<file path="src/rtl/micro_sequencer.sv">
// rtl/micro_sequencer.sv - microprogram sequencer with dispatch, branch and micro-subroutine stack
module micro_sequencer #(
    parameter logic [4:0] ENTRY       = 5'd1,
    parameter int         STACK_DEPTH = 4
) (
    input  logic        clk,
    input  logic        rst,
    input  logic [15:0] ins_in,
    input  logic        ins_valid,
    output logic        ins_ready,
    output logic [15:0] ir,
    input  logic [4:0]  ib,
    input  logic [4:0]  sb,
    input  logic [2:0]  mw_seq,
    input  logic [4:0]  mw_addr,
    input  logic        zf,
    input  logic        stall,
    output logic [4:0]  upc,
    output logic        busy,
    output logic        err
);

    typedef enum logic [1:0] {
        S_WAIT,
        S_EXEC,
        S_ERR
    } state_t;

    localparam logic [2:0] OP_NEXT    = 3'd0;
    localparam logic [2:0] OP_JMP     = 3'd1;
    localparam logic [2:0] OP_DISP_IB = 3'd2;
    localparam logic [2:0] OP_DISP_SB = 3'd3;
    localparam logic [2:0] OP_BZ      = 3'd4;
    localparam logic [2:0] OP_CALL    = 3'd5;
    localparam logic [2:0] OP_RET     = 3'd6;
    localparam logic [2:0] OP_FETCH   = 3'd7;

    state_t      state;
    logic [3:0]  sp;
    // Storage is sized for the largest legal depth so indices stay 3 bits wide.
    logic [4:0]  stack [0:7];
    logic [4:0]  upc_inc;
    logic [2:0]  top_idx;
    logic        full;
    logic        empty;
    logic        run;

    assign upc_inc   = upc + 5'd1;
    assign top_idx   = sp[2:0] - 3'd1;
    assign full      = (sp == 4'(STACK_DEPTH));
    assign empty     = (sp == 4'd0);
    assign run       = (state == S_EXEC) && !stall;
    assign ins_ready = (state == S_WAIT) && !stall && !rst;

    always_ff @(posedge clk) begin
        if (rst) begin
            state <= S_WAIT;
            upc   <= 5'd0;
            ir    <= 16'd0;
            sp    <= 4'd0;
            busy  <= 1'b0;
            err   <= 1'b0;
        end else begin
            case (state)
                S_WAIT: begin
                    if (ins_valid && !stall) begin
                        ir    <= ins_in;
                        upc   <= ENTRY;
                        state <= S_EXEC;
                        busy  <= 1'b1;
                    end
                end
                S_EXEC: begin
                    if (!stall) begin
                        case (mw_seq)
                            OP_NEXT:    upc <= upc_inc;
                            OP_JMP:     upc <= mw_addr;
                            OP_DISP_IB: upc <= ib;
                            OP_DISP_SB: upc <= sb;
                            OP_BZ:      upc <= zf ? mw_addr : upc_inc;
                            OP_CALL: begin
                                if (full) begin
                                    state <= S_ERR;
                                    busy  <= 1'b0;
                                    err   <= 1'b1;
                                end else begin
                                    sp  <= sp + 4'd1;
                                    upc <= mw_addr;
                                end
                            end
                            OP_RET: begin
                                if (empty) begin
                                    state <= S_ERR;
                                    busy  <= 1'b0;
                                    err   <= 1'b1;
                                end else begin
                                    sp  <= sp - 4'd1;
                                    upc <= stack[top_idx];
                                end
                            end
                            OP_FETCH: begin
                                state <= S_WAIT;
                                busy  <= 1'b0;
                                sp    <= 4'd0;
                            end
                        endcase
                    end
                end
                S_ERR: ;
                default: begin
                    state <= S_ERR;
                    busy  <= 1'b0;
                    err   <= 1'b1;
                end
            endcase
        end
    end

    // Entry contents carry no reset; only the pointer is architectural.
    always_ff @(posedge clk) begin
        if (!rst && run && (mw_seq == OP_CALL) && !full) begin
            stack[sp[2:0]] <= upc_inc;
        end
    end

endmodule
</file>
<file path="config.mk">
export PLATFORM = sky130hd
export DESIGN_NAME = micro_sequencer
export DESIGN_NICKNAME = d
export VERILOG_FILES = /design/src/rtl/micro_sequencer.sv
export SDC_FILE = /design/constraint.sdc
export NUM_CORES = 1
export LEC_CHECK = 0
export CAP_MARGIN = 20
export CORE_UTILIZATION = 50
export CTS_BUF_LIST = sky130_fd_sc_hd__clkbuf_8 sky130_fd_sc_hd__clkbuf_16
export CTS_CLUSTER_SIZE = 40
export DETAILED_ROUTE_END_ITERATION = 8
export PLACE_DENSITY = 0.8
export SLEW_MARGIN = 0
export SYNTH_ARGS = -nofsm -noshare
export SYNTH_HDL_FRONTEND = slang
export SYNTH_SLANG_ARGS = --single-unit
</file>
<file path="constraint.sdc">
create_clock -name clk -period 2.7 [get_ports clk]
set_input_delay 0.27 -clock clk [delete_from_list [all_inputs] [get_ports clk]]
set_output_delay 0.27 -clock clk [all_outputs]
set_load 0.05 [all_outputs]
</file>
After elaboration in Yosys (flattened, before gate mapping) --
Memory sizes are Yosys's and may differ from the RTL's. Index checks and enable logic that the tools add are counted.
Storage, ports and cells: output and inout bits 24, memories kept 1, bits in registers 29, input bits 39, memory bits (writable) 40
Operators by class: muxes and demuxes 29, reduce and logical (&&, ||, !) cells 21, equality and inequality tests 21, bitwise logic cells 3, add/subtract/negate cells 4
Memory list:
- stack | depth 8, bits a word 5, read ports 1, clocked after memory_dff 0, wr ports 1, line 41 | logic [4:0] stack [0:7];
Operators with widths (number):
- $pmux 5 s7 | 1
- $mux 5 | 5
- $eq 3x3->1 const B | 4
- $ne 3x3->1 const B | 4
- $pmux 2 s3 | 2
- $pmux 4 s3 | 1
- $reduce_and 6->1 | 2
- $pmux 5 s2 | 1
- $reduce_and 5->1 | 2
- $mux 1 | 9
- $mux 2 | 4
- $mux 4 | 2
- $ne 8x1->1 const B | 1
- $logic_and 1x1->1 | 7
- $eq 3x2->1 const B | 2
- $ne 2x2->1 const B | 3
- $pmux 1 s3 | 2
- $add 5x1->5 const B | 1
- $add 4x1->4 const B | 1
- $eq 4x3->1 const B | 1
- $logic_not 4->1 | 1
- $ne 4x1->1 const B | 1
- $pmux 1 s2 | 2
- $sub 4x1->4 const B | 1
- 14 further kinds | 18

Depth between registers and ports, before layout --
depth in word-level cells 7, mapped depth 10, gate-level depth less buffers 8

Worst setup path before layout --
No wires, ideal clock.
path kind register to output, start register state[0], end output ins_ready, required time 2.430 ns, arrival 2.266 ns, path slack 0.164 ns, buffers on the path 1, cell stages (with the launch flop) 3, cells stage by stage dfxtp_1 buf_2 nor4_1
Between the ends: cells in the longest elaborated chain, start to end 3
Ends and longest elaborated chain:
- start: declaration | line 38 | state_t state;
- start signal: assignment | line 57 | state <= S_WAIT;
- start signal: assignment | line 69 | state <= S_EXEC;
- start signal: assignment | line 83 | state <= S_ERR;
- $logic_not 2->1 | line 53 | assign ins_ready = (state == S_WAIT) && !stall && !rst;
- $logic_and 1x1->1 (2 in series) | line 53
- end: declaration | line 10 | output logic ins_ready,
No other way between the ends.

Final worst setup path --
start register sp[0], end memory stack[7][1] (enable)
Between the ends: cells in the longest elaborated chain, start to end 5
Ends and longest elaborated chain:
- start: declaration | line 39 | logic [3:0] sp;
- start signal: assignment | line 87 | sp <= sp + 4'd1;
- start signal: assignment | line 97 | sp <= sp - 4'd1;
- $eq 4x3->1 | line 50 | assign full = (sp == 4'(STACK_DEPTH));
- $logic_not 1->1 | line 121 | if (!rst && run && (mw_seq == OP_CALL) && !full) begin
- $logic_and 1x1->1 | line 121
- $mux 1 | line 121
- $mux 1 (not written as such) | line 122 | stack[sp[2:0]] <= upc_inc;
- end: declaration | line 41
Parallel ways exist; a longest one is shown, timed or not.

==> results.yml <==
outcome:
  outcome: "completed"
logic_synthesis:
  synth-simple-area-share_pct: 15.7
  async_flop_share_pct: 0
  synth_mux_area_share_pct: 9.90
  syn_inst: 282
  synth_ff_type: "edfxtp_1"
  syn-num-nets: 326
  synth-seq-cells: 68
  synth_edf_count: 40
  synth_adder_area_share_pct: 2.24
  yosys_warnings: 0
  seq_area_frac_synth_pct: 56.2
  synth_top_family_by_area: "simple AND/OR/NAND/NOR gates"
  synth-xor-area-share_pct: 1.68
  netlist_area_um2: 3130
  synth.distinct_cells: 50
  syn_area_per_cell_um2: 11.1
  synth-compound-area-share_pct: 11.3
power_and_ir_drop:
  leakagePower_uw: 0.00147
  p_int_uw: 1680
  total_power_uw: 2280
  p_seq_share_pct: 49.3
  pwr-share-clk_pct: 38.3
  power.switching_uw: 603
  p_comb_share_pct: 12.4
  power.density_nw_per_um2: 553
  p_sw_share_pct: 26.4
  ir_drop_v: 0.000439
timing:
  fin_tns_setup_ns: 0
  fin_crit_ns: 2.24
  relSlewSlack_pct: 44.4
  finalHoldViolations: 0
  worstMarginPinSlew_ns: 0.828
  slew_violations: 0
  fin_worst_hold_slack_ns: 0.457
  rsz0062_at_grt: "no"
  timing.final.crit_share_pct: 83.1
  finalSetupViolations: 0
  fin_ws_ns: 0.455
  fin_skew_ns: 0.0104
  max_freq_mhz: 445
detailed_routing:
  final_antenna_net_count: 0
  via_per_inst: 5.54
  routed_wl_um: 7130
  drc: 0
  vias: 2414
  dr.pass1.iters: 5
  wire_per_inst_um: 16.4
  initialDrtViolationCount: 157
placement:
  dpl.hpwl_um: 5040
  place_congestion: 0.799
  place_ws_ns: 0.151
  io_buffer_count: 62
clock_network:
  htree_num_levels: 3
  clk_pin_slew_ns: 0.08
  numCtsBuffers: 9
  root_buffer: "clkbuf_8"
  cts_max_path_buffers: 2
  clock_sinks: 68
  postCtsHoldBufs: 0
  ctsResizeCount: 0
  clk_latency_ns: 0.35
  cts_tree: "built"
  cts_post_setup_buffers_inserted: 0
finish:
  register_area_um2: 1760
  drive_gt1_share_pct: 13.0
  fin_nets: 400
  fill_cells: 438
  area_growth_pct: 31.4
  antenna_cells: 0
  multiInputGateArea_um2: 1280
  post-route-util_pct: 68.7
setup_path:
  path_max_fanout: 7
  startpoint_type: "flip-flop"
  required_ns: 2.76
  crit_type: "flip-flop to flip-flop"
  endpoint_kind: "flip-flop"
  crit_arrival_ns: 2.31
floorplan:
  start_util_pct: 52.3
  die_y_um: 81.2
  ios: 63
  fp.dieW_um: 81.2
  die_area_um2: 6590
  coreArea_um2: 5990
  core.rowCount: 28
global_routing:
  track_usage_pct: 22.7
  grt_pass1_wl_um: 10800
  grt_max_degree: 27
  first_global_vias: 2204
  grt-ovfl-total: 0
  antenna_found_initial: 0
worst_hold_path:
  hold_path_class: "flip-flop to flip-flop"
job:
  max_cap_violations: 0
==> flip-flops by register name, indices dropped and copies added (netlist names) <==
| register | flops |
|---|---|
| stack | 40 |
| sp | 4 |
| err | 1 |
| state | 2 |
| upc | 5 |
| ir | 16 |
==> logic make-up after synthesis <==
kind of cell,Yosys count
AND/OR/NAND/NOR,102
flip-flops,68
AO/OA/AOI/OAI,56
multiplexers,23
buffers and inverters,22
XOR/XNOR,6
adder cells (fa/ha/maj),5
==> metrics by stage <==
step	instance area, µm²	cells
2_1_floorplan	3130	282
3_3_place_gp	3910	420
3_5_place_dp	3910	420
4_1_cts	4120	436
5_1_grt	4120	436
6_report	4120	436
==> final timing paths <==
| path | startpoint | to | slack (ns) | depth (start not counted) |
|---|---|---|---|---|
| max | sp[0] | stack[7][1] | 0.46 | 8 |
| min | ir[13] | ir[13] | 0.46 | 2 |
| max reg2reg | sp[0] | stack[7][1] | 0.46 | 8 |
| min reg2reg | ir[13] | ir[13] | 0.46 | 2 |
==> routing by layer <==
metal  up-vias  GRT usage, %  wire length (µm)
li1       1186             -                 -
met1      1152          30.4              3220
met2        70          34.9              3420
met3         6          6.52               415
met4         0          8.75                72
met5         -             0                 0
==> cell type report <==
type                    instances  area share (%)
well taps                      75            2.28
clock inverters                 7            1.95
multi-input cells             192            31.0
inverters                       6           0.547
flip-flops and latches         68            42.8
clock buffers                   9            3.01
repair buffers                 79            18.4
==> power groups by stage <==
stage,sequential (µW),combinational (µW),clock (µW)
after floorplan,1200,108,0
after global placement,1150,276,0
after global routing,1130,300,938
after CTS,1120,281,891
after detailed placement,1150,279,0
final,1120,282,873
==> cell usage in the layout, fill, tap and decap left out, types with 4 or more instances in the layout <==
master and count:
nand2_1 46, buf_4 17, mux2i_1 13, clkdlybuf4s50_1 61
a21oi_1 29, ha_1 4, nor3_1 6, a22oi_1 5
edfxtp_1 40, mux4_2 6, inv_1 5, clkbuf_8 9
inv_6 4, nand2b_1 4, nand3_1 11, nor2_1 16
dfxtp_1 28
==> cells in the mapped netlist, drive strengths merged (3+ instances only) <==
cell | count | share of area [%]
nand2 | 46 | 5.5
edfxtp | 40 | 38
a21oi | 29 | 4.6
dfxtp | 28 | 18
nor2 | 17 | 2.3
mux2i | 13 | 4.2
nand3 | 12 | 2.1
buf | 8 | 1.4
clkbuf | 8 | 0.96
inv | 6 | 0.72
mux4 | 6 | 4.3
nor3 | 6 | 0.96
a22oi | 5 | 1.2
ha | 4 | 1.6
mux2 | 4 | 1.4
nand2b | 4 | 0.80
o21ai | 4 | 0.64
a222oi | 3 | 0.96
a22o | 3 | 0.84
xnor2 | 3 | 0.84
xor2 | 3 | 0.84
==> worst max-delay path, stage by stage, from the launching register on <==
cell and delay, ns:
dfxtp_1 0.35, inv_2 0.09, ha_1 0.28, nand3b_1 0.15, nand2_1 0.07, nor4b_1 0.48
nand2_1 0.19, nor2_1 0.17, buf_4 0.18
Note: power is estimated with default switching activity, not from simulation.
